==> config.mk <==
export PLATFORM = sky130hd
export DESIGN_NAME = if_fetch_queue
export DESIGN_NICKNAME = d
export VERILOG_FILES = /design/src/rtl/if_fetch_queue_pkg.sv /design/src/rtl/if_queue_fifo.sv /design/src/rtl/if_fetch_queue.sv
export SDC_FILE = /design/constraint.sdc
export NUM_CORES = 1
export LEC_CHECK = 0
export CAP_MARGIN = 10
export CORE_MARGIN = 3
export CORE_UTILIZATION = 50
export DETAILED_ROUTE_END_ITERATION = 7
export PLACE_DENSITY = 0.79
export RECOVER_POWER = 50
export SLEW_MARGIN = 10
export SYNTH_ARGS = -nofsm -noshare
export SYNTH_HDL_FRONTEND = slang
export SYNTH_SLANG_ARGS = --single-unit
export TNS_END_PERCENT = 30
==> constraint.sdc <==
create_clock -name clock -period 3.6 [get_ports clock]
set_input_delay 0.9 -clock clock [delete_from_list [all_inputs] [get_ports clock]]
set_output_delay 0.9 -clock clock [all_outputs]
set_load 0.01 [all_outputs]
==> src/rtl/if_fetch_queue_pkg.sv <==
// Shared constants and helpers for the instruction-fetch front end.
package if_fetch_queue_pkg;

    // Default datapath widths
    localparam int PC_SIZE    = 32;
    localparam int INSTR_SIZE = 32;

    // Byte distance between consecutive instruction words
    localparam int PC_INC     = 4;

    // Fetch address after reset
    localparam int PC_RESET   = 0;

    // Width of an occupancy counter able to hold the value 'depth'
    function automatic int cnt_width(input int depth);
        return $clog2(depth) + 1;
    endfunction

endpackage

==> src/rtl/if_queue_fifo.sv <==
// In-order {pc, instr} queue between instruction memory and decode.
// Flush overrides push and pop; push into a full queue is accepted only
// when a pop frees a slot in the same cycle.
module if_queue_fifo
    import if_fetch_queue_pkg::*;
#(
    parameter int PC_W    = PC_SIZE,
    parameter int INSTR_W = INSTR_SIZE,
    parameter int DEPTH   = 4,
    localparam int CNT_W  = cnt_width(DEPTH)
) (
    input  logic               clk_i,
    input  logic               rst_ni,
    input  logic               flush_i,
    input  logic               push_i,
    input  logic [PC_W-1:0]    push_pc_i,
    input  logic [INSTR_W-1:0] push_instr_i,
    input  logic               pop_i,
    output logic [PC_W-1:0]    head_pc_o,
    output logic [INSTR_W-1:0] head_instr_o,
    output logic [CNT_W-1:0]   count_o,
    output logic               empty_o
);

    localparam int PTR_W = $clog2(DEPTH);

    logic [PC_W-1:0]    pc_mem    [DEPTH];
    logic [INSTR_W-1:0] instr_mem [DEPTH];

    logic [PTR_W-1:0] wr_ptr_q, wr_ptr_d;
    logic [PTR_W-1:0] rd_ptr_q, rd_ptr_d;
    logic [CNT_W-1:0] count_q, count_d;

    logic full;
    logic do_push;
    logic do_pop;

    assign full    = (count_q == CNT_W'(DEPTH));
    assign empty_o = (count_q == '0);
    assign count_o = count_q;

    assign do_pop  = pop_i & ~empty_o;
    assign do_push = push_i & (~full | do_pop);

    assign head_pc_o    = pc_mem[rd_ptr_q];
    assign head_instr_o = instr_mem[rd_ptr_q];

    // Pointer and occupancy next-state; DEPTH is a power of two so pointers wrap naturally
    always_comb begin
        wr_ptr_d = wr_ptr_q;
        rd_ptr_d = rd_ptr_q;
        count_d  = count_q;
        if (flush_i) begin
            wr_ptr_d = '0;
            rd_ptr_d = '0;
            count_d  = '0;
        end else begin
            if (do_push) begin
                wr_ptr_d = wr_ptr_q + PTR_W'(1);
            end
            if (do_pop) begin
                rd_ptr_d = rd_ptr_q + PTR_W'(1);
            end
            count_d = count_q + CNT_W'(do_push) - CNT_W'(do_pop);
        end
    end

    // Control state register
    always_ff @(posedge clk_i or negedge rst_ni) begin
        if (!rst_ni) begin
            wr_ptr_q <= '0;
            rd_ptr_q <= '0;
            count_q  <= '0;
        end else begin
            wr_ptr_q <= wr_ptr_d;
            rd_ptr_q <= rd_ptr_d;
            count_q  <= count_d;
        end
    end

    // Entry storage; contents are only observed while the slot is occupied
    always_ff @(posedge clk_i) begin
        if (do_push && !flush_i) begin
            pc_mem[wr_ptr_q]    <= push_pc_i;
            instr_mem[wr_ptr_q] <= push_instr_i;
        end
    end

endmodule

==> src/rtl/if_fetch_queue.sv <==
// Instruction-fetch front end: issues imem requests from fetch_pc, tags each
// returned word with its PC and queues it for decode. A redirect flushes the
// queue and marks every in-flight response to be discarded.
module if_fetch_queue
    import if_fetch_queue_pkg::*;
#(
    parameter int PC_W    = PC_SIZE,
    parameter int INSTR_W = INSTR_SIZE,
    parameter int DEPTH   = 4,
    parameter int MAX_OUT = 2
) (
    input  logic               clock,
    input  logic               reset_n,
    input  logic               fetch_en,
    input  logic               redirect,
    input  logic [PC_W-1:0]    redirect_pc,
    output logic               imem_req,
    output logic [PC_W-1:0]    imem_addr,
    input  logic               imem_gnt,
    input  logic               imem_rvalid,
    input  logic [INSTR_W-1:0] imem_rdata,
    output logic               dec_valid,
    output logic [INSTR_W-1:0] dec_instr,
    output logic [PC_W-1:0]    dec_pc,
    input  logic               dec_ready
);

    localparam int CNT_W = cnt_width(DEPTH);
    localparam int SUM_W = CNT_W + 1;

    logic [PC_W-1:0]  fetch_pc_q, fetch_pc_d;
    logic [PC_W-1:0]  resp_pc_q, resp_pc_d;
    logic [CNT_W-1:0] outstanding_q, outstanding_d;
    logic [CNT_W-1:0] drop_cnt_q, drop_cnt_d;

    logic [CNT_W-1:0]   q_count;
    logic               q_empty;
    logic [PC_W-1:0]    q_head_pc;
    logic [INSTR_W-1:0] q_head_instr;

    logic             rsp_ok;
    logic             issue;
    logic             push;
    logic             pop;
    logic [SUM_W-1:0] committed;
    logic [PC_W-1:0]  redirect_base;
    logic             unused_pc_lsbs;

    // A response with nothing outstanding is a protocol error and is ignored
    assign rsp_ok = imem_rvalid & (outstanding_q != '0);

    // Slots already owed to live requests: queued words plus in-flight words that will be kept
    assign committed = {1'b0, q_count} + {1'b0, outstanding_q} - {1'b0, drop_cnt_q};

    // Issue only when the accepted word is guaranteed a queue slot
    assign imem_req  = reset_n & fetch_en & ~redirect
                     & (outstanding_q < CNT_W'(MAX_OUT))
                     & (committed < SUM_W'(DEPTH));
    assign imem_addr = fetch_pc_q;
    assign issue     = imem_req & imem_gnt;

    assign redirect_base  = {redirect_pc[PC_W-1:2], 2'b00};
    assign unused_pc_lsbs = ^redirect_pc[1:0];

    assign push = rsp_ok & (drop_cnt_q == '0) & ~redirect;
    assign pop  = dec_valid & dec_ready & ~redirect;

    // Head is masked to zero while empty so idle/reset outputs read as zero
    assign dec_valid = ~q_empty;
    assign dec_instr = dec_valid ? q_head_instr : '0;
    assign dec_pc    = dec_valid ? q_head_pc : '0;

    if_queue_fifo #(
        .PC_W    (PC_W),
        .INSTR_W (INSTR_W),
        .DEPTH   (DEPTH)
    ) u_queue (
        .clk_i        (clock),
        .rst_ni       (reset_n),
        .flush_i      (redirect),
        .push_i       (push),
        .push_pc_i    (resp_pc_q),
        .push_instr_i (imem_rdata),
        .pop_i        (pop),
        .head_pc_o    (q_head_pc),
        .head_instr_o (q_head_instr),
        .count_o      (q_count),
        .empty_o      (q_empty)
    );

    // Fetch/response PC tracking and in-flight bookkeeping; redirect overrides everything
    always_comb begin
        fetch_pc_d    = fetch_pc_q;
        resp_pc_d     = resp_pc_q;
        outstanding_d = outstanding_q;
        drop_cnt_d    = drop_cnt_q;
        if (redirect) begin
            fetch_pc_d    = redirect_base;
            resp_pc_d     = redirect_base;
            outstanding_d = outstanding_q - CNT_W'(rsp_ok);
            drop_cnt_d    = outstanding_q - CNT_W'(rsp_ok);
        end else begin
            if (issue) begin
                fetch_pc_d = fetch_pc_q + PC_W'(PC_INC);
            end
            outstanding_d = outstanding_q + CNT_W'(issue) - CNT_W'(rsp_ok);
            if (rsp_ok) begin
                if (drop_cnt_q != '0) begin
                    drop_cnt_d = drop_cnt_q - CNT_W'(1);
                end else begin
                    resp_pc_d = resp_pc_q + PC_W'(PC_INC);
                end
            end
        end
    end

    // Front-end state register
    always_ff @(posedge clock or negedge reset_n) begin
        if (!reset_n) begin
            fetch_pc_q    <= PC_W'(PC_RESET);
            resp_pc_q     <= PC_W'(PC_RESET);
            outstanding_q <= '0;
            drop_cnt_q    <= '0;
        end else begin
            fetch_pc_q    <= fetch_pc_d;
            resp_pc_q     <= resp_pc_d;
            outstanding_q <= outstanding_d;
            drop_cnt_q    <= drop_cnt_d;
        end
    end

    // Memory must never answer a request that was not made
    rvalid_needs_outstanding: assert property (
        @(posedge clock) disable iff (!reset_n)
        !(imem_rvalid && (outstanding_q == '0))
    );

endmodule

# Word-level counts from Yosys, hierarchy flattened
# Memories as Yosys holds them, arrays and structs flattened.
# Cells that the tools add are included.
[op_classes]
bitwise = 16
n_lt_le_gt_ge = 2
eq_ne = 2
n_reduce_logical = 13
addsub = 12
n_mux = 18
[ops]
columns = ["operator", "n"]
rows = [
  ["32-bit two-way mux", 7],
  ["32-bit by 3-bit adder with 32-bit output, second input constant", 2],
  ["3-bit two-way mux", 5],
  ["1-bit AND", 12],
  ["2-bit nonzero test", 5],
  ["3-bit by 1-bit subtractor with 3-bit output", 3],
  ["2-bit two-way mux", 4],
  ["3-bit by 1-bit adder with 3-bit output", 2],
  ["3-bit zero test", 2],
  ["3-bit nonzero test", 2],
  ["2-bit by 1-bit adder with 2-bit output, second input constant", 2],
  ["3-bit by 3-bit adder with 4-bit output", 1],
  ["4-bit by 3-bit less-than comparator with 1-bit output, second input constant", 1],
  ["2-bit AND reduction", 2],
  ["4-bit by 3-bit subtractor with 4-bit output", 1],
  ["3-bit equality test, second input constant", 1],
  ["3-bit by 2-bit less-than comparator with 1-bit output, second input constant", 1],
  ["1-bit inverter", 3],
  ["3-bit by 1-bit subtractor with 3-bit output, second input constant", 1],
  ["1-bit two-way mux", 2],
  ["2-bit != test, second input constant", 1],
  ["1-bit logical AND", 1],
  ["1-bit zero test", 1],
  ["1-bit bitwise OR", 1],
]
[totals]
register_bits = 77
in_bits = 71
wordCells = 72
ramBits = 256
memories = 2
output_inout_bits = 98
[memory_table]
columns = ["memory", "depth", "word_bits", "read_ports", "rd_clocked_by_memory_dff", "write_ports", "line", "rtl"]
rows = [
  ["u_queue.instr_mem", 4, 32, 1, 0, 1, "if_queue_fifo.sv:28", "logic [INSTR_W-1:0] instr_mem [DEPTH];"],
  ["u_queue.pc_mem", 4, 32, 1, 0, 1, "if_queue_fifo.sv:27", "logic [PC_W-1:0] pc_mem [DEPTH];"],
]

# Depth between registers and ports, before layout
# Gate-level depths: netlist of run 1.
[depth]
depth_word = 10
ltp_mapped = 14
mapped_depth_nobuf = 13

# Modules after synthesis
# Synthesis of run 1 repeated with hierarchy kept, for this count alone.
[hier_totals]
hier_cells = 917
hier_area_um2 = 14189.9
[modules_own_cells]
columns = ["mod", "area_each_um2", "instances", "seq_area_each_um2", "cells_each"]
rows = [
  ["if_queue_fifo", 9671.8, 1, 7862.5, 378],
  ["if_fetch_queue", 4518.1, 1, 1651.6, 539],
]

# Worst setup path before layout of run 1
# OpenSTA, ideal clock, no wires.
[synth_timing]
path_kind = "input to register"
startpoint = "in imem_rvalid"
endpoint = "mem u_queue.instr_mem[1][0] (netlist name) (enable)"
setup_ns = 0.426
arrival_ns = 3.297
t_required_ns = 3.174
path_buffers = 1
cell_stages = 5
slack_ns = -0.124
cell_sequence = "nand3b_1 -> or2_2 -> clkbuf_1 -> nor3_2 -> and2_1"
[synth_between]
elab_chain_len = 7
[synth_rtl]
columns = ["element", "line", "rtl"]
rows = [
  ["start, declared", "if_fetch_queue.sv:20", "input logic imem_rvalid,"],
  ["1-bit AND", "if_fetch_queue.sv:50", "assign rsp_ok = imem_rvalid & (outstanding_q != '0);"],
  ["1-bit AND (2 in a row)", "if_fetch_queue.sv:65", "assign push = rsp_ok & (drop_cnt_q == '0) & ~redirect;"],
  ["1-bit AND", "if_queue_fifo.sv:43", "assign do_push = push_i & (~full | do_pop);"],
  ["1-bit logical AND", "if_queue_fifo.sv:83", "if (do_push && !flush_i) begin"],
  ["1-bit two-way mux", "if_queue_fifo.sv:83", ""],
  ["1-bit two-way mux (not written as such)", "if_queue_fifo.sv:85", "instr_mem[wr_ptr_q] <= push_instr_i;"],
  ["end, declared", "if_queue_fifo.sv:28", ""],
]
# No other way between the ends.

# Worst setup path after layout of run 1
[layout_timing]
startpoint = "reg outstanding_q[1]"
endpoint = "out imem_req"
[layout_between]
elab_chain_len = 4
word_cells_on_any_way = 6
classes_between = "2 x add/sub; 2 x order compare; 2 x bitwise"
[layout_rtl]
columns = ["element", "line", "rtl"]
rows = [
  ["start, declared", "if_fetch_queue.sv:33", "logic [CNT_W-1:0] outstanding_q, outstanding_d;"],
  ["start signal, assigned", "if_fetch_queue.sv:127", "outstanding_q <= outstanding_d;"],
  ["3-bit by 3-bit adder with 4-bit output", "if_fetch_queue.sv:53", "assign committed = {1'b0, q_count} + {1'b0, outstanding_q} - {1'b0, drop_cnt_q};"],
  ["4-bit by 3-bit subtractor with 4-bit output", "if_fetch_queue.sv:53", ""],
  ["4-bit by 3-bit less-than comparator with 1-bit output", "if_fetch_queue.sv:58", "& (committed < SUM_W'(DEPTH));"],
  ["1-bit AND (*)", "if_fetch_queue.sv:58", ""],
  ["end, declared", "if_fetch_queue.sv:17", "output logic imem_req,"],
]
# Every way passes the cells marked *; elsewhere a longest branch is shown, timed or not.

==> results of run 1 <==
cells in the final DEF (no fill, tap or decap), drive strengths merged, types with 14 or more instances in the layout:
cell type	count
dfrtp	73
clkbuf	45
inv	29
clkinv	14
nand4	15
nand3	16
ha	18
xnor2	35
o21ai	15
dlygate4sd3	47
nor2	22
mux2	30
clkdlybuf4s50	113
edfxtp	248
xor2	17
buf	37
nand2	23
and2	69
mux4	62
metrics by stage:
step	instance area, sq um	power, mW
2_1_floorplan	13970	6.461
3_3_place_gp	16200	7.848
3_5_place_dp	16200	7.900
4_1_cts	17260	11.23
5_1_grt	17320	11.75
6_report	17320	11.18
sequential cells by signal, summed over array words and instances (netlist names):
register / flops
u_queue.instr_mem: 128
u_queue.pc_mem: 120
imem_addr: 30
resp_pc_q: 30
drop_cnt_q: 3
outstanding_q: 3
u_queue.count_o: 3
u_queue.rd_ptr_q: 2
u_queue.wr_ptr_q: 2
where the power goes:
group	internal [mW]	leakage (nW)	total, mW	switching, mW
clock network	1.93	0.506	3.28	1.35
logic	1.83	2.34	3.41	1.58
registers	4.25	3.08	4.49	0.237
per-layer routing:
layer	vias to the layer above	wire, um
li1	3661	-
met1	4064	12640
met2	245	14080
met3	35	1622
met4	2	363
met5	-	13
worst min path at each step:
stage	slack [ns]	endpoint	cells after the start
floorplan	0.48	u_queue.pc_mem[0][24]	0
global placement	0.53	u_queue.wr_ptr_q[0]	1
detailed placement	0.55	u_queue.wr_ptr_q[0]	1
CTS	0.56	u_queue.wr_ptr_q[0]	1
global route	0.59	u_queue.pc_mem[1][24]	0
finish	0.57	u_queue.wr_ptr_q[0]	1
final cells by class:
cell class | instances | area, sq um | area share (%)
inverter | 29 | 108.9 | 0.6286
clock inverter | 19 | 151.4 | 0.8743
clock buffer | 41 | 898.4 | 5.188
timing repair buffer | 201 | 2007 | 11.59
sequential | 321 | 9279 | 53.58
tap | 372 | 465.4 | 2.688
multi-input combinational | 461 | 4407 | 25.45
cell families (layout without fill, tap and decap cells):
group | Yosys count | count (layout) | synth area share, %
flops | 321 | 321 | 66.47
simple gates | 211 | 211 | 9.326
mux | 95 | 95 | 12.64
compound gates | 77 | 77 | 3.946
buf+inv | 71 | 290 | 2.134
xor+xnor | 52 | 52 | 3.264
fa+ha+maj | 22 | 22 | 2.188
other cells | 1 | 4 | 0.02688
repair_timing:
| action | 4_1_cts | 5_1_grt |
|---|---|---|
| endpoints found under the setup margin | 1 | 17 |
| pin swaps | 1 | 1 |
| setup buffers | 2 | 6 |
| resized for setup | 4 | 2 |
critical path, stage by stage (launching register included):
cell     delay [ns]
dfrtp_1        0.34
inv_1          0.07
fa_1           0.55
inv_1          0.04
ha_1           0.29
and3b_1        0.22
nor4_4         0.27
nor2_1         0.09
nor2_1         0.11
buf_2          0.15
==> summary.txt, run 1 <==
Outcome
  • Status: complete, but fails checks
  • Failing checks: capacitance limit, slew limit

GRT
  • Remaining Overflow, GRT: 0
  • GRT met1 Usage: 27.43%
  • Met3 GRT Util: 3.513%
  • Met2 Use GR: 31.63%
  • Total track usage: 19.32%
  • First-pass GRT wire length: 45970 um
  • Gr busiest metal: met2
  • Initial antenna violation count: 1
  • Vias in the first global route: 8198
  • Pin count of the biggest net entering global routing: 74

Power
  • Leakage power: 5.925 nW
  • PD cells: 645.7 nW/um^2
  • Max rail drop VDD: 0.3431 mV

Floorplan
  • Die Footprint: 29940 sq um
  • DIE HEIGHT: 173.0 um
  • Die X: 173.0 um
  • Site Rows: 60
  • I/O pins: 169
  • Starting Density: 51.34%
  • Core Box Area: 27180 sq um

Clocking
  • # hold bufs at CTS: 0
  • CTS tree: yes
  • Clock transition at the registers of the reported paths: 0.06 ns
  • CTS Sinks: 321
  • Root Driver: clkbuf_16
  • CTS H-tree lvls: 2
  • Latest clock arrival within the worst-skew pair: 0.51 ns
  • Num CTS Buffers: 34
  • Max Root-Sink Buffers: 3

Yosys
  • Main flop type after synthesis: edfxtp_1
  • Post-synthesis register bit count: 321
  • Most frequent cell after synthesis: edfxtp_1
  • Syn_area_per_cell: 16.41 sq um
  • Share of the synthesized area in the top cell type: 53.38%
  • Gate Count Post-Synth: 850
  • Area leader, netlist: edfxtp_1
  • Asr flop ratio synth: 22.74%
  • EDFF count, synth: 248
  • Mapped Area: 13950 sq um
  • Count of unique library cells instantiated by Yosys: 54
  • Yosys Warn Count: 0
  • Synth cell count leaders: 248 x edfxtp_1, 73 x dfrtp_1, 69 x and2_1
  • Area contributors post-synth: edfxtp_1 53%, dfrtp_1 13%, mux4_2 10%
  • Sequential share of the synthesized area: 66.47%

Route
  • # DRC: 0
  • Routed length per instance: 19.89 um
  • Routed Antenna Nets: 0
  • Routed vias: 8007
  • TritonRoute pass-1 iters: 5
  • Routed Wire Length: 28720 um
  • Via/cell ratio: 5.545
  • 1st-iter DRT viols: 627

Setup path
  • R2r endpoint: outstanding_q[1]
  • Worst Reg-to-Reg Cells: 13
  • CP endpoint: imem_req
  • Critical Path Fanout Max: 2
  • Critical Path RT: 2.70 ns
  • Crit start category: flop
  • Reg2reg start: outstanding_q[1]
  • CP arrival: 2.63 ns
  • Worst setup path start: outstanding_q[1]
  • CP Capture Type: output pin
  • Worst R2R Setup Slack: 0.24 ns
  • Critical path class: flop to output pin

Final layout
  • Nets@finish: 1141
  • Number of diodes: 0
  • P&R area growth vs syn: 24.11%
  • Final cell count without fillers: 1444
  • Final core occ: 63.72%
  • Fillers: 1982
  • Share of post-route cells with drive strength above 1: 18.56%

Timing
  • Post-route setup TNS: 0 ns
  • Max Fclk: 283.5 MHz
  • Hold slack: 0.5682 ns
  • Fin. Hold Viols: 0
  • Slew @ Worst Pin: 1.882 ns
  • Fin Clk Skew: 0.01636 ns
  • Post-route minimum period: 3.528 ns
  • Final setup viols: 0
  • RSZ-0062 raised after global routing: yes
  • Slew Limit Fails: 74
  • Final worst setup slack: 0.07223 ns
  • Final Cycle Share: 97.99%
  • Slew margin rel.: -25.46%

Placed design
  • DP HPWL: 18420 um
  • Dpl ws: 0.1612 ns
  • Dpl cells: 1376
  • Port buffer count: 162
  • RePlAce Congestion: 0.8255

Flow run
  • Number of max-cap violations: 1

Min path
  • Worst Hold Launch: u_queue.wr_ptr_q[0]
  • Worst Hold Class: flop to flop
Power figures use the tool's default switching activity.
==> run 2, diff against run 1 <==
==> constraint.sdc (replaced) <==
create_clock -name clock -period 3.6 [get_ports clock]
set_input_delay 0.9 -clock clock [delete_from_list [all_inputs] [get_ports clock]]
set_output_delay 0.9 -clock clock [all_outputs]
set_load 0.02 [all_outputs]
==> run 2 against run 1 <==
Net effect:
- the run still ends with capacitance limit, slew limit left
- total power increased by 2.8%
- clock skew increased by 0.0044 ns
- sequential share of layout area about the same
- critical endpoint is now dec_pc[13]
- largest cell class unchanged
- highest routed layer unchanged
==> summary.txt, run 2 (synthesis results as in run 1) <==
Floorplan
  • DIE HEIGHT: 173.0 um (unchanged)
  • Core Box Area: 27180 sq um (unchanged)
  • Starting Density: 51.34% (unchanged)
  • I/O pins: 169 (unchanged)
  • Die Footprint: 29940 sq um (unchanged)
  • Die X: 173.0 um (unchanged)
  • Site Rows: 60 (unchanged)

Clocking
  • Latest clock arrival within the worst-skew pair: 0.51 ns (about the same)
  • CTS tree: yes
  • Max Root-Sink Buffers: 3 (unchanged)
  • CTS Sinks: 321 (unchanged)
  • Num CTS Buffers: 34 (unchanged)
  • Root Driver: clkbuf_16
  • # hold bufs at CTS: 0 (unchanged)
  • CTS H-tree lvls: 2 (unchanged)
  • Clock transition at the registers of the reported paths: 0.06 ns (about the same)

Setup path
  • Critical Path Fanout Max: 65 (+63)
  • CP Capture Type: output pin
  • Critical path class: flop to output pin
  • Critical Path RT: 2.70 ns (about the same)
  • Crit start category: flop
  • Cells along the critical path: clkbuf_1, or3_2, buf_6, and2_1, clkdlybuf4s50_1
  • CP max stage cell: clkdlybuf4s50_1
  • CP arrival: 2.57 ns (-0.06 ns)
  • CP max stage delay: 0.58 ns (+0.03 ns)
  • Worst R2R Setup Slack: 0.22 ns (-0.02 ns)

Route
  • Routed Antenna Nets: 0 (unchanged)
  • 1st-iter DRT viols: 661 (+5.4%)
  • Routed vias: 7910 (-1.2%)
  • Routed Wire Length: 27550 um (-4.1%)
  • # DRC: 0 (unchanged)
  • Routed length per instance: 19.16 um (-3.7%)
  • TritonRoute pass-1 iters: 5 (unchanged)
  • Via/cell ratio: 5.501 (-0.80%)

Timing
  • Slew @ Worst Pin: 1.851 ns (-0.03061 ns)
  • Max Fclk: 287.8 MHz (+1.5%)
  • Final setup viols: 0 (unchanged)
  • Fin. Hold Viols: 0 (unchanged)
  • Slew margin rel.: -23.42% (+2.0 points)
  • Post-route minimum period: 3.474 ns (-0.05372 ns)
  • RSZ-0062 raised after global routing: no
  • Final Cycle Share: 96.50% (-1.5 points)
  • Slew Limit Fails: 74 (unchanged)
  • Fin Clk Skew: 0.02077 ns (+0.004412 ns)
  • Final worst setup slack: 0.1259 ns (+0.05372 ns)

GRT
  • First-pass GRT wire length: 44590 um (-3.0%)
  • Initial antenna violation count: 1 (unchanged)
  • Remaining Overflow, GRT: 0 (unchanged)
  • Vias in the first global route: 8237 (+0.48%)
  • Pin count of the biggest net entering global routing: 74 (unchanged)
  • Total track usage: 18.56% (-0.76 points)

Min path
  • Worst Hold Class: flop to flop

Final layout
  • Share of post-route cells with drive strength above 1: 17.82% (-0.74 points)
  • Largest regs: u_queue.instr_mem (128), u_queue.pc_mem (120)
  • Commonest non-fill, non-tap cell in the layout: edfxtp_1
  • Largest register by flop count: u_queue.instr_mem
  • Final core occ: 63.69% (about the same)
  • Nets@finish: 1133 (-0.70%)
  • P&R area growth vs syn: 24.06% (about the same)
  • Number of diodes: 0 (unchanged)
  • Most frequent cells in the layout: 248 x edfxtp_1, 116 x clkdlybuf4s50_1, 71 x dfrtp_1, 65 x and2_1, 62 x mux4_2
  • Max reg flops: 128 (unchanged)

Power
  • Clk pwr share: 30.0% (+0.7 points)
  • Sw Share: 29.57% (+1.2 points)
  • Flop pwr share: 38.9% (-1.2 points)
  • Leakage power: 5.916 nW (-0.17%)
  • Combinational Power Share: 31.1% (+0.6 points)
  • Int Power: 8.093 mW (+1.1%)
  • Net switching power: 3.397 mW (+7.0%)
  • Max rail drop VDD: 0.3682 mV (+7.3%)
  • PD cells: 663.8 nW/um^2 (+2.8%)

Outcome
  • Failing checks: capacitance limit, slew limit
  • Status: complete, but fails checks

Placed design
  • Dpl ws: 0.1097 ns (-0.05152 ns)
  • RePlAce Congestion: 0.8389 (+1.6%)
  • Port buffer count: 162 (unchanged)
  • DP HPWL: 17800 um (-3.4%)

Flow run
  • Number of max-cap violations: 1 (unchanged)
run 2: metrics by stage:
step	setup TNS, ns	std cells	cell area (sq um)	hold WS (ns)	total power, mW
6_report	0	1438	17310	0.5555	11.49
3_5_place_dp	0	1375	16180	0.5427	8.135
4_1_cts	0	1438	17320	0.5522	11.63
3_3_place_gp	0	1375	16180	0.5209	8.066
5_1_grt	0	1438	17310	0.5900	12.10
2_1_floorplan	-15.26	853	13970	0.4760	6.742
run 2: final cells by class:
cell class	count	area, sq um
clock inverters	18	210.2
flip-flops and latches	321	9279
repair buffers	193	1924
clock buffers	44	919.6
multi-input cells	461	4402
fillers	1955	9867
inverters	29	108.9
well taps	372	465.4
run 2: worst paths after layout:
kind	startpoint	end	depth (start not counted)
worst max-delay path	u_queue.count_o[1]	dec_pc[13]	5
min in group asynchronous	reset_n	imem_addr[6]	2
worst min-delay path	resp_pc_q[24]	u_queue.pc_mem[3][24]	0
max in group asynchronous	reset_n	u_queue.rd_ptr_q[0]	2
worst min register to register	resp_pc_q[24]	u_queue.pc_mem[3][24]	0
worst max register to register	outstanding_q[1]	outstanding_q[2]	13
run 2: worst max-delay path: cells and delay by family, from the launching register on:
family,cells,cell delay [ns]
DFF,1,0.39
buffers and inverters,3,0.96
and+or+nand+nor,2,0.69
run 2: per-layer routing:
metal / vias to the layer above / GRT usage [%] / share of wire (%)
met5: - / 0 / 0.047
met4: 2 / 4.189 / 1.5
met3: 38 / 3.689 / 5.5
met2: 242 / 30.09 / 48
met1: 3986 / 26.41 / 45
li1: 3642 / - / -
run 2: power groups by stage:
stage / Combinational, mW / Clock, mW / Sequential [mW]
2_1_floorplan: 2.23 / 0 / 4.51
3_3_place_gp: 3.54 / 0 / 4.52
3_5_place_dp: 3.59 / 0 / 4.54
4_1_cts: 3.63 / 3.53 / 4.47
5_1_grt: 3.89 / 3.71 / 4.50
6_report: 3.57 / 3.45 / 4.47
run 2: timing repair:
item	4_1_cts	5_1_grt
setup endpoints to repair	7	1
resized for setup	6	1
pin swaps	1	1
buffers inserted	1	0
